==> src/rtl/ptmch_pkg.sv <==
// Shared constants and types for the multi-channel SPI trigger block.
package ptmch_pkg;

  localparam int         FRAME_W  = 32;
  localparam logic [3:0] CH_BCAST = 4'hF;

  typedef enum logic [3:0] {
    CMD_DLY   = 4'h1,
    CMD_WID   = 4'h2,
    CMD_PER   = 4'h3,
    CMD_CNT   = 4'h4,
    CMD_FIRE  = 4'h8,
    CMD_ABORT = 4'hF
  } cmd_e;

  typedef enum logic [1:0] {
    ST_IDLE = 2'd0,
    ST_DLY  = 2'd1,
    ST_HIGH = 2'd2,
    ST_LOW  = 2'd3
  } ch_state_e;

endpackage

==> src/rtl/ptmch_spi_rx.sv <==
// 3-wire SPI slave, mode 0, oversampled by the system clock. Emits a one-cycle
// frame-valid or length-error strobe on the synchronised CS rising edge.
module ptmch_spi_rx
  import ptmch_pkg::*;
(
  input  logic               clk_i,
  input  logic               rst_i,
  input  logic               spi_cs_i,
  input  logic               spi_clk_i,
  input  logic               spi_mosi_i,
  output logic [FRAME_W-1:0] frame_o,
  output logic               frm_vld_o,
  output logic               len_err_o
);

  localparam logic [5:0] BCNT_SAT = 6'd33;
  localparam logic [5:0] BCNT_FRM = 6'd32;

  logic [1:0]         cs_sync_q, sck_sync_q, mosi_sync_q;
  logic               cs_prev_q, sck_prev_q;
  logic [FRAME_W-1:0] shreg_q;
  logic [5:0]         bcnt_q;
  logic               cs_s, sck_s, mosi_s, cs_rise, cs_fall, sck_rise;

  assign cs_s     = cs_sync_q[1];
  assign sck_s    = sck_sync_q[1];
  assign mosi_s   = mosi_sync_q[1];
  assign cs_rise  = cs_s & ~cs_prev_q;
  assign cs_fall  = ~cs_s & cs_prev_q;
  assign sck_rise = sck_s & ~sck_prev_q;

  assign frame_o   = shreg_q;
  assign frm_vld_o = cs_rise & (bcnt_q == BCNT_FRM);
  assign len_err_o = cs_rise & (bcnt_q != BCNT_FRM);

  // Synchronisers, edge history, shift register and saturating bit count.
  // CS syncs reset to the idle (high) level so leaving reset never fakes an edge.
  always_ff @(posedge clk_i) begin
    if (rst_i) begin
      cs_sync_q   <= 2'b11;
      sck_sync_q  <= 2'b00;
      mosi_sync_q <= 2'b00;
      cs_prev_q   <= 1'b1;
      sck_prev_q  <= 1'b0;
      shreg_q     <= '0;
      bcnt_q      <= '0;
    end else begin
      cs_sync_q   <= {cs_sync_q[0], spi_cs_i};
      sck_sync_q  <= {sck_sync_q[0], spi_clk_i};
      mosi_sync_q <= {mosi_sync_q[0], spi_mosi_i};
      cs_prev_q   <= cs_s;
      sck_prev_q  <= sck_s;
      if (cs_fall) begin
        bcnt_q <= '0;
      end else if (!cs_s && sck_rise) begin
        shreg_q <= {shreg_q[FRAME_W-2:0], mosi_s};
        if (bcnt_q != BCNT_SAT) bcnt_q <= bcnt_q + 6'd1;
      end
    end
  end

endmodule

==> src/rtl/ptmch_trg_multi.sv <==
// NCH-channel programmable trigger generator commanded over SPI. Decodes
// committed frames, holds per-channel config, runs one pulse FSM per channel.
module ptmch_trg_multi
  import ptmch_pkg::*;
#(
  parameter int NCH   = 2,
  parameter int CNT_W = 16
) (
  input  logic           CLK160M,
  input  logic           RESET,
  input  logic           SPI_CS,
  input  logic           SPI_CLK,
  input  logic           SPI_MOSI,
  output logic [NCH-1:0] TRG_PLS,
  output logic [NCH-1:0] BUSY,
  output logic           FRM_ERR
);

  localparam logic [3:0]       NCH_L = 4'(NCH);
  localparam logic [CNT_W-1:0] ONE   = CNT_W'(1);

  logic [FRAME_W-1:0] frame;
  logic               frm_vld, len_err;
  logic [3:0]         cmd, ch;
  logic [CNT_W-1:0]   data;
  logic               is_cfg, is_fire, is_abort, is_bc, ch_ok, busy_sel;
  logic               err_d, err_q;

  ptmch_spi_rx u_rx (
    .clk_i      (CLK160M),
    .rst_i      (RESET),
    .spi_cs_i   (SPI_CS),
    .spi_clk_i  (SPI_CLK),
    .spi_mosi_i (SPI_MOSI),
    .frame_o    (frame),
    .frm_vld_o  (frm_vld),
    .len_err_o  (len_err)
  );

  assign cmd      = frame[31:28];
  assign ch       = frame[27:24];
  assign data     = frame[CNT_W-1:0];
  assign is_cfg   = cmd inside {CMD_DLY, CMD_WID, CMD_PER, CMD_CNT};
  assign is_fire  = (cmd == CMD_FIRE);
  assign is_abort = (cmd == CMD_ABORT);
  assign is_bc    = (ch == CH_BCAST);
  assign ch_ok    = (ch < NCH_L);
  assign FRM_ERR  = err_q;

  if (CNT_W < 24) begin : g_unused
    logic unused_hi;
    assign unused_hi = ^frame[23:CNT_W];
  end

  // Frame rejection: bad length, unknown cmd, bad channel, broadcast config,
  // or a directed FIRE to a channel that is still running.
  always_comb begin
    busy_sel = 1'b0;
    for (int k = 0; k < NCH; k++) if (ch == 4'(k)) busy_sel = BUSY[k];
    err_d = len_err;
    if (frm_vld) begin
      if (!(is_cfg || is_fire || is_abort))     err_d = 1'b1;
      else if (!is_bc && !ch_ok)                err_d = 1'b1;
      else if (is_cfg && is_bc)                 err_d = 1'b1;
      else if (is_fire && !is_bc && busy_sel)   err_d = 1'b1;
    end
  end

  // Error strobe appears the cycle after commit.
  always_ff @(posedge CLK160M) begin
    if (RESET) err_q <= 1'b0;
    else       err_q <= err_d;
  end

  for (genvar i = 0; i < NCH; i++) begin : g_ch
    ch_state_e        st_q, st_d;
    logic [CNT_W-1:0] dly_q, wid_q, per_q, cnt_q;
    logic [CNT_W-1:0] ctr_q, ctr_d, rem_q, rem_d;
    logic [CNT_W-1:0] wid_w_q, wid_w_d, low_w_q, low_w_d;
    logic             pls_q, cfg_wr, fire, abort;

    assign cfg_wr     = frm_vld & is_cfg & (ch == 4'(i));
    assign fire       = frm_vld & is_fire & (is_bc | (ch == 4'(i)));
    assign abort      = frm_vld & is_abort & (is_bc | (ch == 4'(i)));
    assign TRG_PLS[i] = pls_q;
    assign BUSY[i]    = (st_q != ST_IDLE);

    // Programmed config; only copied into the working regs on FIRE.
    always_ff @(posedge CLK160M) begin
      if (RESET) begin
        dly_q <= '0;
        wid_q <= ONE;
        per_q <= CNT_W'(2);
        cnt_q <= ONE;
      end else if (cfg_wr) begin
        case (cmd)
          CMD_DLY: dly_q <= data;
          CMD_WID: wid_q <= data;
          CMD_PER: per_q <= data;
          CMD_CNT: cnt_q <= data;
          default: ;
        endcase
      end
    end

    // Pulse sequencer. One shared down-counter times DLY/HIGH/LOW; rem counts
    // pulses left, and rem==0 in LOW marks the one-cycle tail after the last pulse.
    always_comb begin
      st_d    = st_q;
      ctr_d   = ctr_q;
      rem_d   = rem_q;
      wid_w_d = wid_w_q;
      low_w_d = low_w_q;
      case (st_q)
        ST_IDLE: if (fire && wid_q != '0) begin
          st_d    = ST_DLY;
          ctr_d   = dly_q;
          wid_w_d = wid_q;
          low_w_d = (per_q > wid_q) ? per_q - wid_q : ONE;
          rem_d   = (cnt_q == '0) ? ONE : cnt_q;
        end
        ST_DLY: if (ctr_q == '0) begin
          st_d  = ST_HIGH;
          ctr_d = wid_w_q - ONE;
        end else begin
          ctr_d = ctr_q - ONE;
        end
        ST_HIGH: if (ctr_q == '0) begin
          st_d = ST_LOW;
          if (rem_q == ONE) begin
            ctr_d = '0;
            rem_d = '0;
          end else begin
            ctr_d = low_w_q - ONE;
            rem_d = rem_q - ONE;
          end
        end else begin
          ctr_d = ctr_q - ONE;
        end
        ST_LOW: if (ctr_q == '0) begin
          if (rem_q == '0) begin
            st_d = ST_IDLE;
          end else begin
            st_d  = ST_HIGH;
            ctr_d = wid_w_q - ONE;
          end
        end else begin
          ctr_d = ctr_q - ONE;
        end
        default: st_d = ST_IDLE;
      endcase
      if (abort) st_d = ST_IDLE;
    end

    // Sequencer state; the pulse output is registered off the next state.
    always_ff @(posedge CLK160M) begin
      if (RESET) begin
        st_q    <= ST_IDLE;
        ctr_q   <= '0;
        rem_q   <= '0;
        wid_w_q <= '0;
        low_w_q <= '0;
        pls_q   <= 1'b0;
      end else begin
        st_q    <= st_d;
        ctr_q   <= ctr_d;
        rem_q   <= rem_d;
        wid_w_q <= wid_w_d;
        low_w_q <= low_w_d;
        pls_q   <= (st_d == ST_HIGH);
      end
    end
  end

endmodule

==> config.mk <==
export PLATFORM = sky130hd
export DESIGN_NAME = ptmch_trg_multi
export DESIGN_NICKNAME = d
export VERILOG_FILES = /design/src/rtl/ptmch_pkg.sv /design/src/rtl/ptmch_spi_rx.sv /design/src/rtl/ptmch_trg_multi.sv
export SDC_FILE = /design/constraint.sdc
export NUM_CORES = 1
export LEC_CHECK = 0
export CAP_MARGIN = 10
export CORE_ASPECT_RATIO = 0.5
export CORE_MARGIN = 10
export CORE_UTILIZATION = 38
export DETAILED_ROUTE_END_ITERATION = 6
export PLACE_DENSITY = 0.65
export RECOVER_POWER = 25
export SLEW_MARGIN = 20
export SYNTH_ARGS = -nofsm -noshare
export SYNTH_HDL_FRONTEND = slang
export SYNTH_SLANG_ARGS = --single-unit
==> constraint.sdc <==
create_clock -name CLK160M -period 3.1 [get_ports CLK160M]
set_clock_uncertainty 0.2 [all_clocks]
set_input_delay 0.93 -clock CLK160M [delete_from_list [all_inputs] [get_ports CLK160M]]
set_output_delay 0.93 -clock CLK160M [all_outputs]
set_load 0.01 [all_outputs]
== Word-level counts from Yosys, hierarchy flattened ==
Index checks and enable logic that the tools add are counted.
W data, S select, Z words.
Storage, ports and cells
  register bits: 309
  bits of input ports: 5
Cells by class
  add/sub/neg operators: 11
  magnitude comparators: 3
  eq/ne operators: 27
  multiplexer cells: 47
  bitwise gates (word level): 20
  reductions and logical operators: 45
Operator list (number)
  $mux W16: 22
  $pmux W16 S4: 2
  $sub A16 B1 Y16 const B: 8
  $logic_not A16 Y1: 6
  $pmux W16 S2: 2
  $eq A16 B1 Y1 const B: 2
  $gt A16 B16 Y1: 2
  $reduce_bool A16 Y1: 2
  $sub A16 B16 Y16: 2
  $reduce_and A2 Y1: 14
  $mux W2: 12
  $pmux W2 S4: 2
  $and A1 B1 Y1: 14
  $eq A2 B2 Y1 const B: 6
  $eq A4 B4 Y1 const B: 3
  $ne A6 B6 Y1 const B: 2
  $eq A4 B1 Y1 const B: 2
  $eq A4 B2 Y1 const B: 2
  $ne A2 B2 Y1 const B: 4
  $reduce_bool A2 Y1: 4
  $logic_and A1 B1 Y1: 7
  $mux W1: 7
  $add A6 B1 Y6 const B: 1
  $eq A6 B6 Y1 const B: 1
  13 further kinds: 24

== Logic depth before layout (Yosys ltp) ==
Gate-level depths: netlist of run 1.
  depth after elaboration: 10
  depth in mapped cells: 12

== Cells and area by module ==
From an unflattened synthesis of run 1, not the netlist that was laid out.
Unflattened totals
  cells, all modules: 2100
  area total of the unflattened synthesis: 16857.4 µm²
By module, submodules not included
  ptmch_trg_multi: instances 1, cells an instance 1897, area each 15152.0 µm²
  ptmch_spi_rx: instances 1, cells an instance 203, area each 1705.4 µm²

== Least setup slack after synthesis of run 1 ==
OpenSTA, ideal clock, no wires.
  kind: reg-to-reg
  start: register u_rx.bcnt_q[2]
  end: register g_ch[0].per_q[10]
  library setup time: 128 ps
  arrival: 2611 ps
  required time: 2772 ps
  setup slack: 161 ps
  stages on the path, launching flop included: 9
  buffers on the path: 1
  period minus slack after synthesis: 2939 ps
  cell sequence: dfxtp_1 -> or4b_4 -> or3_1 -> nor4_2 -> nand2_2 -> nor4_4 -> buf_6 -> mux2i_1 -> nor2_1
Between the ends
  longest elaborated chain between the ends: 5
RTL lines
  from (decl): line ptmch_spi_rx.sv:22  | logic [5:0] bcnt_q;
  from (signal assigned): line ptmch_spi_rx.sv:57  | if (bcnt_q != BCNT_SAT) bcnt_q <= bcnt_q + 6'd1;
  $eq A6 B6 Y1: line ptmch_spi_rx.sv:33  | assign frm_vld_o = cs_rise & (bcnt_q == BCNT_FRM);
  $and A1 B1 Y1: line ptmch_spi_rx.sv:33
  $and A1 B1 Y1 (2 in series): line ptmch_trg_multi.sv:82  | assign cfg_wr = frm_vld & is_cfg & (ch == 4'(i));
  $reduce_and A2 Y1 (no source line)
  to (signal assigned): line ptmch_trg_multi.sv:99  | CMD_PER: per_q <= data;
  to (decl): line ptmch_trg_multi.sv:77  | logic [CNT_W-1:0] dly_q, wid_q, per_q, cnt_q;
Every way passes these cells.
A chain may end at the register's enable or synchronous reset.

== Worst setup path after layout of run 1 ==
  start: register g_ch[0].ctr_q[0]
  end: register g_ch[0].ctr_q[4]
Between the ends
  longest elaborated chain between the ends: 3
  elaborated cells on any way between the ends: 8
  those cells by class: add/sub: 1; eq/ne: 1; mux: 4; reduce/logical: 2
RTL lines
  from (decl): line ptmch_trg_multi.sv:78  | logic [CNT_W-1:0] ctr_q, ctr_d, rem_q, rem_d;
  from (signal assigned): line ptmch_trg_multi.sv:166  | ctr_q <= ctr_d;
  $sub A16 B1 Y16 or $logic_not A16 Y1 (tied branches)
  $mux W16, or another cell as far along: line ptmch_trg_multi.sv:140  | ST_LOW: if (ctr_q == '0) begin
  $pmux W16 S4 or $reduce_and A2 Y1 (tied branches)
Several ways; a longest one is shown, not always the timed one.

==> results of run 1 <==
per-layer routing:
metal,global-route usage,part of all wire,vias to the layer above
li1,-,-,7146
met1,0.236,0.48,6872
met2,0.267,0.44,407
met3,0.0230,0.053,62
met4,0.0437,0.025,0
met5,0,0,-
through the flow:
| stage | setup slack (ns) | power (W) | utilization | hold WS (ns) | cell area, um2 |
|---|---|---|---|---|---|
| 2_1_floorplan | 0.161 | 0.00413 | - | 0.189 | 16300 |
| 3_3_place_gp | 0.153 | 0.00416 | 0.411 | 0.192 | 17300 |
| 3_5_place_dp | 0.129 | 0.00416 | 0.411 | 0.212 | 17300 |
| 4_1_cts | 0.122 | 0.00819 | 0.437 | 0.232 | 18400 |
| 5_1_grt | -0.0221 | 0.00836 | 0.437 | 0.260 | 18500 |
| 6_report | 0.117 | 0.00813 | 0.437 | 0.228 | 18500 |
critical path, cell delays in order, from the launching register on:
cell and delay (ns):
dfxtp_1 0.34, inv_1 0.07, ha_1 0.21, or3b_1 0.46
or2_2 0.35, buf_4 0.17, nor3_2 0.29, a32oi_1 0.15
buf_4 0.23, and3_1 0.20, a21oi_1 0.10, a21oi_1 0.08
cell families after synthesis:
| group | after synthesis | synth area share |
|---|---|---|
| muxes | 126 | 0.0774 |
| and+or+nand+nor | 796 | 0.226 |
| AOI/OAI and AO/OA | 444 | 0.173 |
| DFF | 309 | 0.379 |
| buffers and inverters | 205 | 0.0527 |
| adders and majority gates | 50 | 0.0392 |
| xor gates and xnor gates | 98 | 0.0525 |
worst paths after layout:
kind	endpoint	slack [ns]	start
setup / recovery	g_ch[0].ctr_q[4]	0.12	g_ch[0].ctr_q[0]
setup reg to reg	g_ch[0].ctr_q[4]	0.12	g_ch[0].ctr_q[0]
hold / removal	u_rx.cs_sync_q[1]	0.23	u_rx.cs_sync_q[0]
hold reg to reg	u_rx.cs_sync_q[1]	0.23	u_rx.cs_sync_q[0]
layout make-up:
type	count	area, um2
fillers	4205	23800
multi-input cells	1514	9340
flip-flops and latches	309	6190
clock buffers	42	867
repair buffers	95	833
well taps	577	722
inverters	75	282
clock inverters	13	225
registers in the layout, summed over array words and instances, names as in the netlist:
name / cells
u_rx.bcnt_q: 6
g_ch.wid_w_q: 32
u_rx.frame_o: 32
u_rx.mosi_sync_q: 2
u_rx.sck_sync_q: 2
g_ch.cnt_q: 32
FRM_ERR: 1
g_ch.dly_q: 32
g_ch.wid_q: 32
g_ch.pls_q: 2
u_rx.sck_prev_q: 1
u_rx.cs_prev_q: 1
g_ch.rem_q: 32
g_ch.per_q: 32
u_rx.cs_sync_q: 2
g_ch.ctr_q: 32
g_ch.st_q: 4
g_ch.low_w_q: 32
timing repair:
action                                  CTS  global route
gates resized for setup                   0             9
setup buffers                             0             1
endpoints found under the setup margin    0            22
cells in the mapped netlist, types with 10 or more instances:
master,instances
dfxtp_1,309
nand4_1,14
clkbuf_1,99
nor3_1,53
and3_1,14
nor2b_1,13
or3_1,15
buf_4,16
nand3_1,45
a21o_1,18
nand2b_1,10
a311oi_1,14
nor2_1,262
ha_1,48
xor2_1,53
buf_2,13
nand2_1,263
or4_1,14
a22oi_1,19
o31ai_1,14
o21ai_0,78
xnor2_1,45
a211oi_1,23
nor4_1,40
mux2i_1,123
a21oi_1,166
inv_1,75
where the power goes:
part	switching, W	internal, W
sequential	0.00000185	0.00397
clock	0.00161	0.00245
combinational	0.0000727	0.0000214
total	0.00169	0.00644
==> results.cfg, run 1 <==
[cts]
clockRootBuffer = clkbuf_16
clk_pin_slew_worst_paths_ns = 0.06
cts_buffers = 30
cts_max_level = 1
cts_buffer_depth = 3
cts_sinks = 309
hold_buffers = 0
cts_tree = yes
clk_latency_ns = 0.57

[sta]
fmax_mhz = 335
setup_viol = 0
fin_crit_sh = 0.962
period_minus_slack_ns = 2.98
tightestPinTransition_ns = 1.71
hold_violations = 0
tns_ns = 0
slew_violations = 33
rsz0062_at_grt = true
slew_headroom = -0.140

[placement]
dp.cells = 2569
portBuffers = 9
gp_congestion = 0.914
hpwl_mm = 32.4

[layout]
nets = 2080
final_cell_mix = dfxtp_1 (309), nand2_1 (262), nor2_1 (261)
layout_commonest_cell = dfxtp_1
diodes = 0
finalNonFillerCells = 2625
final_layout_size_suffix_gt1_frac = 0.0815
syn2layout_area_growth_pct = 13.0

[power]
leakage_nw = 7.06
power_density_nw_per_um2 = 440
irDropWorstVdd_uv = 395

[job]
maxCapViolCount = 1

[route]
wl_mm = 46.1
drt_iter0_drc = 1340
route.vias.total = 14500
antenna_left = 0
drc_errors = 0
viasPerCell = 5.52
drtPass1Iterations = 6
avgRoutedWirePerCell_um = 17.6

[yosys]
synth-seq-area-share = 0.379
synth_edf_count = 0
synthFlopType = dfxtp_1
syn_area_per_cell_um2 = 8.06
ys_seq_elements = 309
yosys_warnings = 0
yosys.area.top_type = dfxtp_1
synth_cell_types = 81
netlist_area_um2 = 16300
async_reset_ff_frac = 0
synth_top_area_frac = 0.379
synth_cells = 2028
syn_nets = 2083
synth_area_leaders = dfxtp_1 (38%), mux2i_1 (7.5%), nand2_1 (6.0%)

[setup_path]
arrival_ns = 3.24
crit_required_ns = 3.35
path_max_fanout = 22
startpoint_type = flop
rr_worst_depth = 11
endpoint_kind = flop
worstSetupPathType = reg2reg

[floorplanning]
die_w_um = 313
rows = 53
die_area_um2 = 52200
die_h_um = 167
initial_core_util = 0.387
core_um2 = 42200
io_pins = 10

[status]
violations = max-capacitance violations, max-slew violations
status = finished, violations left

[global_routing]
grt_max_degree = 99
grt_first_pass_wirelength_mm = 73.0
grt_pass1_vias = 13100
grtUsageTotal = 0.168
grt_overflow_total = 0
antenna_found_initial = 0

[min_path]
min_path_cells = 1
hold_class = reg2reg
Note: power is estimated with default switching activity, not from simulation.
==> run 2: changes to the inputs <==
Settings changed: CORE_UTILIZATION 38 to 50, PLACE_DENSITY 0.65 to 0.79.
==> results.cfg, run 2 (synthesis results as in run 1) <==
[route]
drtPass1Iterations = 6
route.vias.total = 14700
avgRoutedWirePerCell_um = 18.2
viasPerCell = 5.95
drc_errors = 0
drt_iter0_drc = 1513
antenna_left = 0
wl_mm = 44.9

[setup_path]
rr_worst_depth = 8
startpoint_type = flop
max_stage_delay_ns = 0.58
reg2reg_from = u_rx.bcnt_q[2]
crit_required_ns = 1.97
r2r_end = g_ch[0].wid_q[3]
worstSetupPathType = reg2out
path_max_fanout = 7
endpoint_kind = output port
cp_slowest_cell = clkdlybuf4s50_1
arrival_ns = 1.90
cp-startpoint = g_ch[0].st_q[1]
cp_cell_sequence = nor2_1 > inv_2 > clkdlybuf4s50_1
r2r_setup_slack_ns = 0.07

[placement]
dp.cells = 2414
pre_cts_ws_ns = 0.0559
hpwl_mm = 31.0
portBuffers = 9
gp_congestion = 0.946

[global_routing]
grt_pass1_vias = 13300
grt_first_pass_wirelength_mm = 71.4
antenna_found_initial = 0
grt_max_degree = 113
grtUsageTotal = 0.212
grt_overflow_total = 0

[layout]
syn2layout_area_growth_pct = 11.3
nets = 2067
final_layout_size_suffix_gt1_frac = 0.0826
diodes = 0
final_util = 0.569
layout_commonest_cell = dfxtp_1
final_cell_mix = dfxtp_1 (307), nand2_1 (263), nor2_1 (260)
finalNonFillerCells = 2466

[sta]
setup_slack_ns = 0.0707
period_minus_slack_ns = 3.03
rsz0062_at_grt = true
fmax_mhz = 330
hold_violations = 0
setup_viol = 0
fin_crit_sh = 0.977
slew_violations = 0
slew_headroom = 0.354
tightestPinTransition_ns = 0.964

[min_path]
hold_class = reg2reg
worstHoldEndpoint = u_rx.cs_sync_q[1]
min_from = u_rx.cs_sync_q[0]
min_path_cells = 1

[floorplanning]
die_w_um = 276
core_um2 = 31900
initial_core_util = 0.511
die_h_um = 148
rows = 46
die_area_um2 = 40700
io_pins = 10

[cts]
clk_latency_ns = 0.56
cts_buffers = 28
clk_pin_slew_worst_paths_ns = 0.07
cts_buffer_depth = 3
cts_max_level = 1
cts_tree = yes
cts_sinks = 309
hold_buffers = 0
clockRootBuffer = clkbuf_16

[status]
status = finished clean

[power]
power_density_nw_per_um2 = 436
leakage_nw = 6.99
total_power_w = 0.00794
irDropWorstVdd_uv = 403

[job]
maxCapViolCount = 0
run 2: timing repair:
action | in CTS | in global routing
pin swaps | 0 | 1
resized for setup | 1 | 14
buffers inserted | 0 | 0
endpoints found under the setup margin | 1 | 66
run 2: per-layer routing:
metal	share of wire	GRT usage	wire, um
met1	0.46	0.301	20800
met2	0.45	0.333	20100
met3	0.074	0.0320	3330
met4	0.014	0.0408	644
met5	0	0	0
run 2: report_power, final:
group          internal [W]   total, W  leakage, nW  switching, W
logic             0.0000212  0.0000926         4.00     0.0000714
registers           0.00397    0.00397         2.49    0.00000209
clock network       0.00225    0.00387        0.500       0.00162
total               0.00624    0.00794         6.99       0.00170
run 2: area by class of cell:
cell class              count  area (um2)
multi-input cells        1514        9370
clock buffers              36         792
fillers                  2739       13800
inverters                  75         282
clock inverters            16         235
repair buffers             84         769
flip-flops and latches    309        6190
well taps                 432         541
run 2: through the flow:
stage | instance area (um2) | TNS (ns) | hold WS, ns
4_1_cts | 18100 | 0 | 0.230
3_3_place_gp | 17100 | 0 | 0.191
3_5_place_dp | 17100 | 0 | 0.195
6_report | 18200 | 0 | 0.229
5_1_grt | 18200 | -0.193 | 0.247
2_1_floorplan | 16300 | 0 | 0.189
run 2: worst max path at each step:
stage / cells past startpoint / slack [ns] / end
after floorplan: 8 / 0.16 / g_ch[0].per_q[10]
after global placement: 8 / 0.13 / g_ch[0].rem_q[5]
after detailed placement: 8 / 0.06 / g_ch[0].ctr_q[13]
after CTS: 8 / 0.05 / g_ch[0].ctr_q[13]
after global routing: 8 / -0.05 / g_ch[0].wid_q[1]
final: 3 / 0.07 / BUSY[0]
run 2: critical path, delay by kind of cell (launching register included):
| kind | cells | cell delay (ns) |
|---|---|---|
| AND/OR/NAND/NOR | 1 | 0.11 |
| flip-flops | 1 | 0.46 |
| buffers and inverters | 2 | 0.77 |
==> run 3: changes to the inputs <==
Settings changed: REMOVE_ABC_BUFFERS from default to 1.
==> results.cfg, run 3 (synthesis results as in run 1) <==
[status]
status = finished, violations left
violations = max-capacitance violations, max-slew violations

[sta]
tightestPinTransition_ns = 1.75
period_minus_slack_ns = 3.00
setup_viol = 0
hold_slack_ns = 0.229
hold_violations = 0
slew_headroom = -0.169
slew_violations = 33
fmax_mhz = 333
rsz0062_at_grt = true
fin_crit_sh = 0.969

[layout]
finalInstanceArea_um2 = 18000
final_layout_size_suffix_gt1_frac = 0.0810
syn2layout_area_growth_pct = 10.3
diodes = 0
final_util = 0.564
final_cell_mix = dfxtp_1 (308), nand2_1 (263), nor2_1 (260)
nets = 2072
layout_commonest_cell = dfxtp_1

[route]
viasPerCell = 5.99
wl_mm = 44.1
avgRoutedWirePerCell_um = 17.9
drt_iter0_drc = 1614
drtPass1Iterations = 5
antenna_left = 0
route.vias.total = 14800
drc_errors = 0

[setup_path]
max_stage_delay_ns = 0.55
path_max_fanout = 17
crit_required_ns = 3.36
r2r_end = g_ch[0].wid_q[0]
endpoint_kind = flop
cp_cell_sequence = or4b_4 > or3_1 > nor4_4 > nand2_2 > nor4bb_4 > buf_12 > nor2b_1 > a211o_1
arrival_ns = 3.26
reg2reg_from = u_rx.bcnt_q[2]
rr_worst_depth = 8
cp_slowest_cell = or4b_4
r2r_setup_slack_ns = 0.1
startpoint_type = flop
worstSetupPathType = reg2reg

[cts]
clockRootBuffer = clkbuf_16
cts_buffer_depth = 3
clk_latency_ns = 0.57
postCtsSetupRepairBufs = 0
clk_pin_slew_worst_paths_ns = 0.08
cts_sinks = 309
cts_tree = yes
cts_buffers = 27
hold_buffers = 0
cts_max_level = 1

[power]
leakage_nw = 6.93
power_density_nw_per_um2 = 414
irDropWorstVdd_uv = 384
total_power_w = 0.00746

[global_routing]
grt_overflow_total = 0
grt_pass1_vias = 13400
grt_first_pass_wirelength_mm = 70.5
grtUsageTotal = 0.207
antenna_found_initial = 0
grt_max_degree = 92

[floorplanning]
die_w_um = 276
io_pins = 10
die_area_um2 = 40700
initial_core_util = 0.511
rows = 46
die_h_um = 148
core_um2 = 31900

[min_path]
worstHoldEndpoint = u_rx.cs_sync_q[1]
hold_class = reg2reg
min_path_cells = 1
min_from = u_rx.cs_sync_q[0]

[job]
maxCapViolCount = 1

[placement]
gp_congestion = 0.942
portBuffers = 9
hpwl_mm = 30.7
place_area_um2 = 17100
run 3: worst max path at each step:
stage | start | endpoint | slack (ns)
after detailed placement | u_rx.bcnt_q[2] | g_ch[0].wid_q[0] | 0.14
after floorplan | u_rx.bcnt_q[2] | g_ch[0].wid_q[0] | -1.63
after global routing | g_ch[0].ctr_q[7] | g_ch[0].ctr_q[15] | -0.01
after CTS | g_ch[0].st_q[1] | BUSY[0] | 0.02
after global placement | u_rx.bcnt_q[2] | g_ch[0].wid_q[0] | 0.18
final | u_rx.bcnt_q[2] | g_ch[0].wid_q[0] | 0.1
run 3: worst max-delay path, delay by kind of cell (launching register included):
| kind | cells | cell delay, ns |
|---|---|---|
| buffers and inverters | 1 | 0.21 |
| AND/OR/NAND/NOR | 6 | 1.90 |
| flip-flops | 1 | 0.32 |
| AO/OA/AOI/OAI | 1 | 0.26 |
run 3: timing repair:
item | 4_1_cts | 5_1_grt
endpoints found under the hold margin | 0 | 0
setup endpoints to repair | 1 | 30
resized for setup | 1 | 5
pin swaps | 0 | 3
run 3: through the flow:
step           cells  setup WS, ns  TNS, ns
2_1_floorplan   1898         -1.63   -68.96
3_3_place_gp    2420         0.178        0
3_5_place_dp    2420         0.138        0
4_1_cts         2469        0.0163        0
5_1_grt         2469       -0.0102  -0.0190
6_report        2469        0.0970        0
run 3: final cells by class:
class                   count  area [um2]
clock buffers              29         703
clock inverters            20         168
fillers                  2821       13900
inverters                  75         282
multi-input cells        1514        9340
flip-flops and latches    309        6190
well taps                 432         541
repair buffers             90         802
run 3: per-layer routing:
layer,vias to the layer above,wire length [um],part of all wire,GRT usage
li1,7124,-,-,-
met1,6950,20000,0.45,0.293
met2,622,19300,0.44,0.320
met3,93,3470,0.079,0.0288
met4,0,1260,0.029,0.0633
met5,-,0,0,0
run 3: power by group:
part	internal, W	leakage, nW	total (W)	switching, W
Clock	0.00176	0.420	0.00340	0.00164
Combinational	0.0000206	4.02	0.0000935	0.0000729
Sequential	0.00397	2.49	0.00397	0.00000208
